==> config.mk <==
export PLATFORM = sky130hd
export DESIGN_NAME = spi_ram_ctrl
export DESIGN_NICKNAME = d
export VERILOG_FILES = /design/src/rtl/spi_ram_ctrl.sv
export SDC_FILE = /design/constraint.sdc
export NUM_CORES = 2
export LEC_CHECK = 0
export ABC_AREA = 1
export BUFFER_PORTS_ARGS = -buffer_cell sky130_fd_sc_hd__buf_2
export CORE_AREA = 2 2 423 383
export CTS_CLUSTER_DIAMETER = 150
export DETAILED_ROUTE_END_ITERATION = 7
export DIE_AREA = 0 0 425 385
export MAX_ROUTING_LAYER = met4
export PLACE_DENSITY_LB_ADDON = 0.12
export SYNTH_ARGS = -nofsm -noshare
export SYNTH_HDL_FRONTEND = slang
export SYNTH_SLANG_ARGS = --single-unit
==> constraint.sdc <==
create_clock -name i_clk -period 3.4 [get_ports i_clk]
set_clock_uncertainty 0.2 [all_clocks]
set_input_delay 0.51 -clock i_clk [delete_from_list [all_inputs] [get_ports i_clk]]
set_output_delay 0.51 -clock i_clk [all_outputs]
set_load 0.01 [all_outputs]
==> src/rtl/spi_ram_ctrl.sv <==
// spi_ram_ctrl: command-decoding byte memory behind the SPI slave.
// Decodes 10-bit words {cmd[1:0], payload[7:0]}. Separate write and read
// pointers must be armed by an address command before data commands are
// honoured. Each pointer optionally post-increments after every access.
// MEM_DEPTH must equal 2**ADDR_SIZE, so pointer arithmetic wraps naturally.
module spi_ram_ctrl #(
    parameter int MEM_DEPTH = 256,
    parameter int ADDR_SIZE = 8,
    parameter int AUTO_INC  = 1
) (
    input  logic       i_clk,
    input  logic       i_rst,
    input  logic [9:0] i_rx_data,
    input  logic       i_rx_valid,
    output logic [7:0] o_tx_data,
    output logic       o_tx_valid,
    output logic       o_cmd_err
);

    typedef enum logic [1:0] {
        IDLE   = 2'b00,
        WR_RDY = 2'b01,
        RD_RDY = 2'b10,
        BOTH   = 2'b11
    } state_t;

    localparam logic [1:0] CMD_WR_ADDR = 2'b00;
    localparam logic [1:0] CMD_WR_DATA = 2'b01;
    localparam logic [1:0] CMD_RD_ADDR = 2'b10;
    localparam logic [1:0] CMD_RD_DATA = 2'b11;

    state_t                 r_state;
    state_t                 w_next_state;
    logic                   w_wr_armed;
    logic                   w_rd_armed;

    logic [ADDR_SIZE-1:0]   r_wr_ptr;
    logic [ADDR_SIZE-1:0]   r_rd_ptr;
    logic [7:0]             r_mem [MEM_DEPTH];
    logic [7:0]             r_tx_data;
    logic                   r_tx_valid;
    logic                   r_cmd_err;

    logic                   w_accept;
    logic [1:0]             w_cmd;
    logic [7:0]             w_payload;
    logic [ADDR_SIZE-1:0]   w_payload_addr;
    logic                   w_is_wr_addr;
    logic                   w_is_wr_data;
    logic                   w_is_rd_addr;
    logic                   w_is_rd_data;
    logic                   w_do_write;
    logic                   w_do_read;
    logic                   w_reject;

    // Reset wins over a simultaneous command, so no command is accepted in a reset cycle
    assign w_accept       = i_rx_valid && !i_rst;
    assign w_cmd          = i_rx_data[9:8];
    assign w_payload      = i_rx_data[7:0];
    assign w_payload_addr = w_payload[ADDR_SIZE-1:0];

    assign w_is_wr_addr = w_accept && (w_cmd == CMD_WR_ADDR);
    assign w_is_wr_data = w_accept && (w_cmd == CMD_WR_DATA);
    assign w_is_rd_addr = w_accept && (w_cmd == CMD_RD_ADDR);
    assign w_is_rd_data = w_accept && (w_cmd == CMD_RD_DATA);

    assign w_do_write = w_is_wr_data && w_wr_armed;
    assign w_do_read  = w_is_rd_data && w_rd_armed;
    assign w_reject   = (w_is_wr_data && !w_wr_armed) || (w_is_rd_data && !w_rd_armed);

    // Arm-state register: cleared only by reset
    always_ff @(posedge i_clk) begin
        if (i_rst) begin
            r_state <= IDLE;
        end else begin
            r_state <= w_next_state;
        end
    end

    // Next arm state: only address commands move it, data commands never do
    always_comb begin
        w_next_state = r_state;
        if (w_is_wr_addr) begin
            case (r_state)
                IDLE:    w_next_state = WR_RDY;
                RD_RDY:  w_next_state = BOTH;
                default: w_next_state = r_state;
            endcase
        end else if (w_is_rd_addr) begin
            case (r_state)
                IDLE:    w_next_state = RD_RDY;
                WR_RDY:  w_next_state = BOTH;
                default: w_next_state = r_state;
            endcase
        end
    end

    // Decode the arm state into per-pointer enables
    always_comb begin
        w_wr_armed = 1'b0;
        w_rd_armed = 1'b0;
        case (r_state)
            WR_RDY:  w_wr_armed = 1'b1;
            RD_RDY:  w_rd_armed = 1'b1;
            BOTH: begin
                w_wr_armed = 1'b1;
                w_rd_armed = 1'b1;
            end
            default: begin
                w_wr_armed = 1'b0;
                w_rd_armed = 1'b0;
            end
        endcase
    end

    // Write pointer: loaded by WR_ADDR, optionally bumped after each accepted write
    always_ff @(posedge i_clk) begin
        if (i_rst) begin
            r_wr_ptr <= '0;
        end else if (w_is_wr_addr) begin
            r_wr_ptr <= w_payload_addr;
        end else if (w_do_write && (AUTO_INC != 0)) begin
            r_wr_ptr <= r_wr_ptr + ADDR_SIZE'(1);
        end
    end

    // Read pointer: loaded by RD_ADDR, optionally bumped after each accepted read
    always_ff @(posedge i_clk) begin
        if (i_rst) begin
            r_rd_ptr <= '0;
        end else if (w_is_rd_addr) begin
            r_rd_ptr <= w_payload_addr;
        end else if (w_do_read && (AUTO_INC != 0)) begin
            r_rd_ptr <= r_rd_ptr + ADDR_SIZE'(1);
        end
    end

    // Memory array has no reset so contents survive a mid-burst reset
    always_ff @(posedge i_clk) begin
        if (w_do_write) begin
            r_mem[r_wr_ptr] <= w_payload;
        end
    end

    // Registered responses; tx_data holds its last read value between reads
    always_ff @(posedge i_clk) begin
        if (i_rst) begin
            r_tx_data  <= 8'h00;
            r_tx_valid <= 1'b0;
            r_cmd_err  <= 1'b0;
        end else begin
            r_tx_valid <= w_do_read;
            r_cmd_err  <= w_reject;
            if (w_do_read) begin
                r_tx_data <= r_mem[r_rd_ptr];
            end
        end
    end

    assign o_tx_data  = r_tx_data;
    assign o_tx_valid = r_tx_valid;
    assign o_cmd_err  = r_cmd_err;

endmodule

### Word-level counts from Yosys, hierarchy flattened

Memories as Yosys holds them, arrays and structs flattened. A register that Yosys moved wholly into a read port is not among the register bits.
Index checks and enable logic that the tools add are counted.

| word-level totals | value |
|---|---|
| flip-flop bits (word level) | 20 |
| memory bits (writable) | 2048 |
| output and inout bits | 10 |
| word-level logic and storage cells | 49 |
| memories | 1 |

Memory list:

| name | depth | width | rd ports | clocked after Yosys merged registers in | write ports | RTL line | RTL |
|---|---|---|---|---|---|---|---|
| r_mem | 256 | 8 | 1 | 1 | 1 | 39 | `logic [7:0] r_mem [MEM_DEPTH];` |

| cells by class | value |
|---|---|
| add/subtract/negate cells | 2 |
| equality and inequality tests | 7 |
| muxes and demuxes | 12 |
| reductions and logical operators | 22 |

Operators with widths:

| kind | number |
|---|---|
| two-way mux 8 bit | 4 |
| adder 8 x 1 -> 8 bit, second input constant | 2 |
| logical AND 1 bit | 9 |
| equality test 2 bit, second input constant | 4 |
| case mux 2 bit (2 select lines) | 2 |
| nonzero test 2 bit | 3 |
| equality test 2 x 1 -> 1 bit, second input constant | 2 |
| logical NOT 2 bit | 2 |
| two-way mux 1 bit | 4 |
| two-way mux 2 bit | 2 |
| OR reduction 2 bit | 2 |
| logical NOT 1 bit | 3 |
| inequality test 3 x 1 -> 1 bit, second input constant | 1 |
| AND reduction 3 bit | 1 |
| nonzero test 3 bit | 1 |
| logical OR 1 bit | 1 |

### Longest topological paths before layout

| depth | value |
|---|---|
| depth in word-level cells | 6 |
| gate-level depth with buffers | 16 |
| mapped depth without buffers | 13 |

### Least setup slack after synthesis

OpenSTA, ideal clock, no wires.

| timing path | value |
|---|---|
| path type | input to register |
| from | input port i_rst |
| to | memory r_mem[112][0] (enable) |
| setup time | 370 ps |
| arrival | 2116 ps |
| slack | 714 ps |
| stages on the path | 10 |
| cell sequence | inv_2 > nand2_1 > nor3_1 > inv_2 > nor2_2 > inv_1 > nor2_1 > nand2_1 > clkbuf_1 > nor2_1 |

| between the ends | value |
|---|---|
| word-level cells in the longest chain between the ends | 6 |

Ends and longest elaborated chain:

| what | RTL line | RTL |
|---|---|---|
| start, declared | 12 | `input logic i_rst,` |
| logical NOT 1 bit | 57 | `assign w_accept = i_rx_valid && !i_rst;` |
| logical AND 1 bit | 57 |  |
| logical AND 1 bit | 63 | `assign w_is_wr_data = w_accept && (w_cmd == CMD_WR_DATA);` |
| logical AND 1 bit | 67 | `assign w_do_write = w_is_wr_data && w_wr_armed;` |
| two-way mux 1 bit | 140 | `if (w_do_write) begin` |
| two-way mux 1 bit (not written as such) | 141 | `r_mem[r_wr_ptr] <= w_payload;` |
| end, declared | 39 |  |

Every way passes these cells.

==> run_results.csv <==
group,metric,value,unit
floorplan,start_util,0.549,
grt,grt_max_degree,163,
grt,grt_pass1_wl,357000,um
setup_path,path_class,"reg2reg",
yosys,synth_warnings,0,
grt,grt_overflow,0,
timing,finalCritPeriodShare,0.950,
finish,instances_no_fill,10400,
worst_hold_path,whs_path_depth,4,
yosys,synth_edf_count,2048,
clock_network,clkSinkCount,2076,
grt,grt_pass1_vias,56000,
yosys,synth_ff_type,"edfxtp_1",
grt,grt.total_usage,0.302,
floorplan,core_area,159000,um2
setup_path,r2r_slack,0.17,ns
placement,dp_slack,-0.376,ns
clock_network,cts_root_buf,"clkbuf_16",
grt,antenna_found_initial,5,
finish,nNetsFinal,8088,
yosys,ys_ff_latch,2076,
worst_hold_path,worstHoldStart,"i_rx_data[9]",
clock_network,path_clk_slew,0.07,ns
detailed_routing,avgViaCountPerCell,5.70,
timing,finalCriticalPeriod,3.23,ns
finish,layout_common_cells,"edfxtp_1, nand2_1, nand3_1, nor2_1, inv_1",
detailed_routing,avgRoutedWirePerCell,23.1,um
detailed_routing,postRouteAntennaNets,0,
clock_network,cts_tree,"built",
yosys,synthesis.instances,7839,
floorplan,die-height,385,um
power,p_per_area,520,nW/um2
placement,numPortBuffers,22,
detailed_routing,drc,0,
timing,max_slew_margin,0.301,
finish,fillCellCount,12500,
setup_path,endpoint_kind,"flip-flop",
floorplan,pin_count,23,
setup_path,start_kind,"flip-flop",
placement,gp_congestion,0.910,
timing,fin_ws,0.170,ns
setup_path,required,3.98,ns
finish,final_common_cell,"edfxtp_1",
yosys,ys_seq_area_frac,0.711,
power,p_leak,37.0,nW
status,status,"finished clean",
clock_network,post-cts-setup-buffers,0,
power,vdd_ir_drop_max,0.511,mV
yosys,synthDistinctLibCells,28,
setup_path,r2r_cells,14,
placement,dp.cells,9968,
timing,max_freq,310,MHz
setup_path,worstPathArrival,3.81,ns
yosys,netlist_area,87300,um2
detailed_routing,drtIter0Drc,7673,
setup_path,r2r-start,"r_rd_ptr[0]$_SDFFE_PP0P_",
clock_network,htree_num_levels,4,
finish,area_growth,13.6,%
floorplan,rows,139,
floorplan,die_x,425,um
timing,finalHoldViolations,0,
timing,rsz0062_at_grt,"no",
yosys,async_flop_share,0,
placement,dp_hpwl,143000,um
finish,drive_gt1_frac,0.113,
setup_path,r2r-end,"o_tx_data[5]$_SDFFE_PP0P_",
timing,slew_viol_final,0,
setup_path,critical_path.max_fanout,73,
clock_network,numCtsBuffers,205,
detailed_routing,dr.pass1.iters,6,
detailed_routing,drt-total-wl,239000,um
job,maxCapViolations,0,
clock_network,clock_latency,0.84,ns
timing,setup_viol_count_final,0,
worst_hold_path,min_path_type,"in2reg",
timing,worst_pin_slew,1.04,ns
detailed_routing,num_vias,59100,
timing,whs,0.0911,ns
floorplan,dieArea,164000,um2
clock_network,clockBufferDepth,3,
yosys,syn-mean-instance-area,11.1,um2
yosys,synth_nets,7857,
worst_hold_path,hold-path-endpoint,"r_wr_ptr[7]$_SDFFE_PP0P_",
-- how the worst max path moves through the flow --
stage | start | endpoint | slack (ns) | depth (start not counted)
floorplan | i_rst | r_mem[112][0]$_DFFE_PP_ | 0.71 | 10
detailed placement | i_rst | r_mem[122][2]$_DFFE_PP_ | -0.38 | 12
finish | r_rd_ptr[0]$_SDFFE_PP0P_ | o_tx_data[5]$_SDFFE_PP0P_ | 0.17 | 14
CTS | r_rd_ptr[0]$_SDFFE_PP0P_ | o_tx_data[7]$_SDFFE_PP0P_ | 0.28 | 14
global route | r_rd_ptr[0]$_SDFFE_PP0P_ | o_tx_data[5]$_SDFFE_PP0P_ | 0.03 | 14
global placement | i_rst | r_mem[122][2]$_DFFE_PP_ | -0.47 | 12
-- power breakdown --
group | total (W) | leakage [nW] | internal, W | switching, W
Sequential | 0.0281 | 18.6 | 0.0281 | 0.0000199
Combinational | 0.00181 | 15.4 | 0.000446 | 0.00137
Clock | 0.0216 | 3.06 | 0.0122 | 0.00945
Total | 0.0516 | 37.0 | 0.0407 | 0.0108
-- cell usage after synthesis (all sizes together), types with 2 or more instances --
library cell	count	area (um2)
edfxtp	2048	61500
nand2	1470	5520
nand3	1361	6810
nor2	978	3680
inv	758	2850
o21ai	357	1790
buf	256	1260
clkbuf	232	871
o211ai	170	1280
or2	136	851
dfxtp	28	561
a31oi	9	56.3
o21a	8	60.1
a21oi	7	35.0
ha	5	62.6
nor3	5	25.0
clkinv	4	15.0
o221ai	2	17.5
xor2	2	17.5
-- routing by layer --
metal / global-route usage / wire, um
met1: 0.425 / 101000
met2: 0.448 / 109000
met3: 0.0546 / 21600
met4: 0.102 / 7990
met5: - / 0
-- sequential cells by signal, summed over array words and instances, names as in the netlist --
register	cells
o_cmd_err	1
o_tx_data	8
o_tx_valid	1
r_mem	2048
r_rd_ptr	8
r_state	2
r_wr_ptr	8
-- critical path, cell delays in order, from the launching register on --
cell and delay (ns):
dfxtp_4 0.60, buf_12 0.33, buf_12 0.32, nor2_1 0.09, nor2_1 0.08, o21ai_0 0.08
nand3_1 0.13, nand3_1 0.15, nand3_1 0.12, nand3_1 0.26, nand3_1 0.18, nand3_1 0.20
nand3_1 0.12, nand2_1 0.06, inv_1 0.04
-- timing repair --
item                       in CTS  in global routing
hold buffers                   10                  0
setup endpoints to repair       0                  1
gates resized for setup         0                  1
hold endpoints to repair      206                  0
-- cell type report --
| type | instances | area [um2] | share of cell area |
|---|---|---|---|
| Sequential cell | 2076 | 62100 | 0.626 |
| Inverter | 762 | 2890 | 0.0291 |
| Antenna cell | 5 | 12.5 | 0.000126 |
| Tap cell | 2115 | 2650 | 0.0267 |
| Clock inverter | 114 | 925 | 0.00933 |
| Clock buffer | 259 | 5380 | 0.0542 |
| Multi-Input combinational cell | 4513 | 20300 | 0.204 |
| Timing Repair Buffer | 512 | 4940 | 0.0498 |
-- kinds of logic after synthesis --
| logic type | after synthesis | share of synthesized area |
|---|---|---|
| buffers and inverters | 1250 | 0.0572 |
| adder cells (fa/ha/maj) | 5 | 0.000717 |
| flip-flops | 2076 | 0.711 |
| AND/OR/NAND/NOR | 3950 | 0.193 |
| AO/OA/AOI/OAI | 556 | 0.0373 |
| XOR/XNOR | 2 | 0.000201 |
-- per-stage QoR --
step	power, W	area (um2)	util	setup TNS (ns)
2_1_floorplan	0.0294	87300	-	0
3_5_place_dp	0.0304	92700	0.583	-54.80
6_report	0.0516	99100	0.624	0
4_1_cts	0.0518	99100	0.623	0
5_1_grt	0.0529	99100	0.624	0
3_3_place_gp	0.0304	92700	0.583	-74.18
Power figures use the tool's default switching activity.
